[src/rtl/riscv_mem_arbiter.sv]
// riscv_mem_arbiter
//   Shares one backing DRAM port between the icache refill path (read-only)
//   and the dcache path (read / write-back). Round-robin arbitration, one
//   outstanding transaction, registered DRAM request and responses, and a
//   sticky timeout flag for debug.
//
// Ports:
//   i_riscv_arb_clk / i_riscv_arb_rst   clock, asynchronous active-high reset
//   i_riscv_arb_imem_*                  icache request (level) / ready pulse / read block
//   i_riscv_arb_dmem_*                  dcache request (level) / ready pulse / read block
//   o_riscv_arb_mem_*, i_riscv_arb_mem_* DRAM request (registered) and response
//   o_riscv_arb_grant                   01 = icache granted, 10 = dcache granted
//   o_riscv_arb_timeout                 sticky: a grant lasted TIMEOUT_CYC cycles
module riscv_mem_arbiter #(
  parameter int DATA_WIDTH  = 128,
  parameter int S_ADDR      = 10,
  parameter int TIMEOUT_CYC = 1023
) (
  input  logic                  i_riscv_arb_clk,
  input  logic                  i_riscv_arb_rst,
  input  logic                  i_riscv_arb_imem_rden,
  input  logic [S_ADDR-1:0]     i_riscv_arb_imem_addr,
  output logic                  o_riscv_arb_imem_ready,
  output logic [DATA_WIDTH-1:0] o_riscv_arb_imem_rdata,
  input  logic                  i_riscv_arb_dmem_rden,
  input  logic                  i_riscv_arb_dmem_wren,
  input  logic [S_ADDR-1:0]     i_riscv_arb_dmem_addr,
  input  logic [DATA_WIDTH-1:0] i_riscv_arb_dmem_wdata,
  output logic                  o_riscv_arb_dmem_ready,
  output logic [DATA_WIDTH-1:0] o_riscv_arb_dmem_rdata,
  output logic                  o_riscv_arb_mem_rden,
  output logic                  o_riscv_arb_mem_wren,
  output logic [S_ADDR-1:0]     o_riscv_arb_mem_addr,
  output logic [DATA_WIDTH-1:0] o_riscv_arb_mem_wdata,
  input  logic [DATA_WIDTH-1:0] i_riscv_arb_mem_rdata,
  input  logic                  i_riscv_arb_mem_ready,
  output logic [1:0]            o_riscv_arb_grant,
  output logic                  o_riscv_arb_timeout
);

  localparam int CNT_W = (TIMEOUT_CYC < 2) ? 1 : $clog2(TIMEOUT_CYC + 1);
  localparam logic [CNT_W-1:0] CNT_MAX = CNT_W'(TIMEOUT_CYC);

  // last-grant encoding: reset to I so that D wins the first tie
  localparam logic LG_I = 1'b0;
  localparam logic LG_D = 1'b1;

  typedef enum logic [1:0] {
    ST_IDLE    = 2'd0,
    ST_GRANT_I = 2'd1,
    ST_GRANT_D = 2'd2,
    ST_RELEASE = 2'd3
  } state_t;

  state_t                r_state,       w_state_next;
  logic                  r_last_grant,  w_last_grant_next;
  logic                  r_mem_rden,    w_mem_rden_next;
  logic                  r_mem_wren,    w_mem_wren_next;
  logic [S_ADDR-1:0]     r_mem_addr,    w_mem_addr_next;
  logic [DATA_WIDTH-1:0] r_mem_wdata,   w_mem_wdata_next;
  logic                  r_imem_ready,  w_imem_ready_next;
  logic                  r_dmem_ready,  w_dmem_ready_next;
  logic [DATA_WIDTH-1:0] r_imem_rdata,  w_imem_rdata_next;
  logic [DATA_WIDTH-1:0] r_dmem_rdata,  w_dmem_rdata_next;
  logic [CNT_W-1:0]      r_cnt,         w_cnt_next;
  logic                  r_timeout,     w_timeout_next;

  logic                  w_i_req;
  logic                  w_d_req;
  logic [CNT_W-1:0]      w_cnt_inc;

  assign w_i_req   = i_riscv_arb_imem_rden;
  assign w_d_req   = i_riscv_arb_dmem_rden | i_riscv_arb_dmem_wren;
  // saturating grant-cycle counter; the grant itself is never aborted
  assign w_cnt_inc = (r_cnt == CNT_MAX) ? r_cnt : r_cnt + CNT_W'(1);

  // state and registered outputs
  always_ff @(posedge i_riscv_arb_clk or posedge i_riscv_arb_rst) begin
    if (i_riscv_arb_rst) begin
      r_state      <= ST_IDLE;
      r_last_grant <= LG_I;
      r_mem_rden   <= 1'b0;
      r_mem_wren   <= 1'b0;
      r_mem_addr   <= '0;
      r_mem_wdata  <= '0;
      r_imem_ready <= 1'b0;
      r_dmem_ready <= 1'b0;
      r_imem_rdata <= '0;
      r_dmem_rdata <= '0;
      r_cnt        <= '0;
      r_timeout    <= 1'b0;
    end else begin
      r_state      <= w_state_next;
      r_last_grant <= w_last_grant_next;
      r_mem_rden   <= w_mem_rden_next;
      r_mem_wren   <= w_mem_wren_next;
      r_mem_addr   <= w_mem_addr_next;
      r_mem_wdata  <= w_mem_wdata_next;
      r_imem_ready <= w_imem_ready_next;
      r_dmem_ready <= w_dmem_ready_next;
      r_imem_rdata <= w_imem_rdata_next;
      r_dmem_rdata <= w_dmem_rdata_next;
      r_cnt        <= w_cnt_next;
      r_timeout    <= w_timeout_next;
    end
  end

  // next-state and next-output logic
  always_comb begin
    w_state_next      = r_state;
    w_last_grant_next = r_last_grant;
    w_mem_rden_next   = r_mem_rden;
    w_mem_wren_next   = r_mem_wren;
    w_mem_addr_next   = r_mem_addr;
    w_mem_wdata_next  = r_mem_wdata;
    w_imem_ready_next = 1'b0;
    w_dmem_ready_next = 1'b0;
    w_imem_rdata_next = r_imem_rdata;
    w_dmem_rdata_next = r_dmem_rdata;
    w_cnt_next        = r_cnt;
    w_timeout_next    = r_timeout;

    unique case (r_state)
      ST_IDLE: begin
        w_cnt_next = '0;
        // I wins when it is alone, or on a tie when D was served last
        if (w_i_req && (!w_d_req || r_last_grant == LG_D)) begin
          w_state_next      = ST_GRANT_I;
          w_last_grant_next = LG_I;
          w_mem_addr_next   = i_riscv_arb_imem_addr;
          w_mem_rden_next   = 1'b1;
          w_mem_wren_next   = 1'b0;
        end else if (w_d_req) begin
          w_state_next      = ST_GRANT_D;
          w_last_grant_next = LG_D;
          w_mem_addr_next   = i_riscv_arb_dmem_addr;
          w_mem_wdata_next  = i_riscv_arb_dmem_wdata;
          // write wins when both rden and wren are set; op is fixed for the grant
          w_mem_wren_next   = i_riscv_arb_dmem_wren;
          w_mem_rden_next   = ~i_riscv_arb_dmem_wren;
        end
      end

      ST_GRANT_I, ST_GRANT_D: begin
        w_cnt_next = w_cnt_inc;
        if (w_cnt_inc == CNT_MAX) begin
          w_timeout_next = 1'b1;
        end
        if (i_riscv_arb_mem_ready) begin
          w_state_next    = ST_RELEASE;
          w_mem_rden_next = 1'b0;
          w_mem_wren_next = 1'b0;
          if (r_state == ST_GRANT_I) begin
            w_imem_ready_next = 1'b1;
            w_imem_rdata_next = i_riscv_arb_mem_rdata;
          end else begin
            w_dmem_ready_next = 1'b1;
            // r_mem_wren still holds the op latched at grant
            if (!r_mem_wren) begin
              w_dmem_rdata_next = i_riscv_arb_mem_rdata;
            end
          end
        end
      end

      ST_RELEASE: begin
        // one forced idle memory cycle lets the DRAM rearm and the requester drop
        w_state_next = ST_IDLE;
        w_cnt_next   = '0;
      end

      default: begin
        w_state_next = ST_IDLE;
      end
    endcase
  end

  assign o_riscv_arb_imem_ready = r_imem_ready;
  assign o_riscv_arb_imem_rdata = r_imem_rdata;
  assign o_riscv_arb_dmem_ready = r_dmem_ready;
  assign o_riscv_arb_dmem_rdata = r_dmem_rdata;
  assign o_riscv_arb_mem_rden   = r_mem_rden;
  assign o_riscv_arb_mem_wren   = r_mem_wren;
  assign o_riscv_arb_mem_addr   = r_mem_addr;
  assign o_riscv_arb_mem_wdata  = r_mem_wdata;
  assign o_riscv_arb_timeout    = r_timeout;
  assign o_riscv_arb_grant      = (r_state == ST_GRANT_I) ? 2'b01 :
                                  (r_state == ST_GRANT_D) ? 2'b10 : 2'b00;

endmodule

[config.mk]
export PLATFORM = sky130hd
export DESIGN_NAME = riscv_mem_arbiter
export DESIGN_NICKNAME = d
export VERILOG_FILES = /design/src/rtl/riscv_mem_arbiter.sv
export SDC_FILE = /design/constraint.sdc
export NUM_CORES = 1
export LEC_CHECK = 0
export CORE_AREA = 2 2 266 268
export DETAILED_ROUTE_END_ITERATION = 8
export DIE_AREA = 0 0 268 270
export RECOVER_POWER = 25
export SYNTH_ARGS = -nofsm -noshare
export SYNTH_HDL_FRONTEND = slang
export SYNTH_SLANG_ARGS = --single-unit
[constraint.sdc]
create_clock -name i_riscv_arb_clk -period 41.6 [get_ports i_riscv_arb_clk]
set_input_delay 6.24 -clock i_riscv_arb_clk [delete_from_list [all_inputs] [get_ports i_riscv_arb_clk]]
set_output_delay 6.24 -clock i_riscv_arb_clk [all_outputs]
set_load 0.005 [all_outputs]
==> results by group <==
Yosys
  – Post-Syn Area per Cell: 16.3 sq um
  – Post-synth cell types: 43
  – Synth warn: 0
  – Ranking of synthesized cells by area: dfrtp_1 66%, mux2_1 25%, mux2_2 3.0%
  – Sequential fraction of the synthesis area: 66.1%
  – Largest family of logic cells by synthesized area: multiplexers
  – Post-synthesis simple-gate area fraction: 1.31%
  – Top cell type's share of synthesized area: 66.1%
  – #FFs+latches synth: 412
  – Area leader, netlist: dfrtp_1
  – Commonest cells in the netlist: 412 x dfrtp_1, 343 x mux2_1, 42 x mux2_2, 31 x buf_2, 16 x nand2_1
  – Synth async-reset ratio: 100%
  – Synth Area in XOR/XNOR: 0.0561%
  – Post-synthesis adder-cell area fraction: 0.321%
  – Compound-gate portion of the synthesized area: 1.68%
  – EDFF count, synth: 0
  – Post-Syn Nets: 1,241
  – Mapped cell area: 15,600 sq um
  – Main synth FF type: dfrtp_1
  – Mux cell area share after synthesis: 28.7%
  – Cells after Synth: 955
  – Most common cell in the synthesized netlist: dfrtp_1

Power and ir drop
  – Comb power frac: 41.6%
  – VDD IR-drop max: 0.0433 mV
  – Sequential power share: 36.4%
  – Pwr dens: 77.5 nW/um^2
  – Leakage: 0.0103 uW
  – Clk pwr share: 22.0%
  – Pint: 1380 uW
  – Sw Pwr: 562 uW
  – Switch share: 29.0%

Clock tree
  – Worst skew pair latency: 580 ps
  – Post-CTS Setup Bufs: 0
  – CTS sink count: 412
  – # resized after CTS: 0
  – Clk pin slew, worst setup/hold paths: 60 ps
  – Clock Path Buffers: 3
  – H-Tree Depth: 2
  – Cts hold-fix bufs: 0
  – CTS tree: done
  – Total CTS buffers: 47
  – Root buf cell: clkbuf_16

Floorplanning
  – I/O pins: 683
  – Core ar.: 69,500 sq um
  – Chip Height: 270 um
  – Row cnt: 97
  – Initial Util: 22.4%
  – Total Die Area: 72,400 sq um
  – Chip width: 268 um

Cells and area
  – Fill cells: 6,734
  – Synth-to-layout area growth: 60.2%
  – Finished Cell Area: 25,000 sq um
  – # nets final: 1,933
  – Fin cells: 2,625
  – Fraction of layout cells with a size suffix above 1: 7.72%

Drt
  – Detailed router's first-iteration violation count: 366
  – Via count: 10,715
  – Drt drc: 0
  – M1 WL: 17.3 mm
  – Drt pass-1 iters: 4
  – Vias per inst: 4.08
  – Final wirelength: 47.8 mm
  – Top sig layer: met5
  – Met2 wire length: 24.5 mm
  – WL per Instance: 18.2 um
  – Met3 Wirelength: 4.23 mm
  – Antenna-violating nets left: 0

Critical path
  – Required time worst endpoint: 40,170 ps
  – Worst Reg-to-Reg Cells: 6
  – Arr. time, crit path: 15,880 ps
  – CP Capture Type: async pin
  – Critical-path maximum fanout: 160
  – Startpoint types: input port
  – Crit path to: o_riscv_arb_mem_wdata[71]
  – Reg-to-Reg End: o_riscv_arb_dmem_rdata[65]
  – R2r setup slk: 33,810 ps
  – Critical path startpoint: i_riscv_arb_rst
  – R2r startpoint: r_state[1]
  – CP Class: input port to async pin

Timing
  – Count of final hold-check violations: 0
  – Crit path time final: 17,310 ps
  – TNS Setup: 0 ps
  – WHS: 474 ps
  – Worst Skew: 28.8 ps
  – Worst rel slew slack: -458%
  – RSZ-0062 raised after global routing: false
  – Fmax: 0.0578 GHz
  – Final setup violation count: 0
  – Pin slew with the least headroom to its limit: 8370 ps
  – Final Cycle Share: 41.6%
  – Final Max Slew Viols: 493

Global route
  – Overflow after GRT: 0
  – First-pass GRT wire length: 71.9 mm
  – GRT Total Usage: 12.9%
  – Largest net degree at the start of global routing: 161
  – Vias in the first global route: 11,797
  – Initial antenna violation count: 2

Placement
  – Placed insts: 2,538
  – Buffers on Ports: 682
  – Gpl congestion: 0.795
  – DP Area: 23,500 sq um
  – DP Wirelength: 35.1 mm

Run status
  – Failing checks: max-capacitance violations, max-slew violations
  – Status: complete, but fails checks

Min path
  – Worst Hold Class: flop to flop
  – Worst Hold Depth: 2

Job
  – Max-cap viol count: 6
[cell usage in the layout, fill, tap and decap left out, drive strengths merged, types with 6 or more instances in the layout]
cell type,instances
mux2i,15
dfrtp,412
clkbuf,69
clkdlybuf4s50,582
nor2,10
mux2,385
o21ai,15
inv,9
dlygate4sd3,100
clkinv,11
nand2,16
clkinvlp,6
[registers in the layout, summed over array words and instances (netlist names)]
| signal | count |
|---|---|
| o_riscv_arb_imem_ready | 1 |
| r_last_grant | 1 |
| o_riscv_arb_mem_wren | 1 |
| r_cnt | 10 |
| o_riscv_arb_dmem_ready | 1 |
| o_riscv_arb_mem_rden | 1 |
| o_riscv_arb_imem_rdata | 128 |
| o_riscv_arb_dmem_rdata | 128 |
| r_state | 2 |
| o_riscv_arb_timeout | 1 |
| o_riscv_arb_mem_addr | 10 |
| o_riscv_arb_mem_wdata | 128 |
[worst min-delay path by stage]
| stage | startpoint | to |
|---|---|---|
| finish | o_riscv_arb_timeout | o_riscv_arb_timeout |
| global route | o_riscv_arb_mem_wdata[71] | o_riscv_arb_mem_wdata[71] |
| CTS | o_riscv_arb_timeout | o_riscv_arb_timeout |
| detailed placement | o_riscv_arb_timeout | o_riscv_arb_timeout |
| global placement | o_riscv_arb_timeout | o_riscv_arb_timeout |
| floorplan | o_riscv_arb_timeout | o_riscv_arb_timeout |
[metrics by stage]
| stage | util [%] | worst slack [ps] | total power (uW) |
|---|---|---|---|
| after floorplan | - | 23900 | 995 |
| after global placement | 33.7 | 31810 | 1520 |
| after detailed placement | 33.7 | 31700 | 1540 |
| after CTS | 36.1 | 32320 | 1980 |
| after global routing | 36.0 | 22020 | 2060 |
| final | 36.0 | 24290 | 1940 |
[final cells by class]
cell class | instances | area (sq um) | share of cell area (%)
antenna | 1 | 2.50 | 0.0100
clock buffer | 65 | 1370 | 5.46
clock inverter | 21 | 238 | 0.950
inverter | 9 | 36.3 | 0.145
multi-input combinational | 487 | 5010 | 20.0
sequential | 412 | 10300 | 41.2
tap | 940 | 1180 | 4.70
timing repair buffer | 690 | 6870 | 27.5
[logic make-up after synthesis]
| kind of cell | Yosys count |
|---|---|
| AO/OA/AOI/OAI | 39 |
| XOR/XNOR | 1 |
| buffers and inverters | 56 |
| AND/OR/NAND/NOR | 43 |
| flip-flops | 412 |
| adder cells (fa/ha/maj) | 4 |
| multiplexers | 400 |
[power groups by stage]
| stage | registers, uW | logic, uW | clock network (uW) |
|---|---|---|---|
| 2_1_floorplan | 720 | 275 | 0 |
| 3_3_place_gp | 704 | 812 | 0 |
| 3_5_place_dp | 715 | 825 | 0 |
| 4_1_cts | 710 | 829 | 443 |
| 5_1_grt | 733 | 869 | 460 |
| 6_report | 706 | 806 | 426 |
[critical path, cell delays in order]
cell	delay (ps)
dlygate4sd3_1	560
clkinvlp_2	2820
clkbuf_1	6030
[per-layer routing]
| metal | up-vias | track usage [%] |
|---|---|---|
| met5 | - | 0 |
| met4 | 2 | 5.44 |
| met3 | 103 | 4.37 |
| met2 | 463 | 23.3 |
| met1 | 5358 | 13.5 |
| li1 | 4789 | - |
No activity file was read; power rests on OpenSTA's default activity.
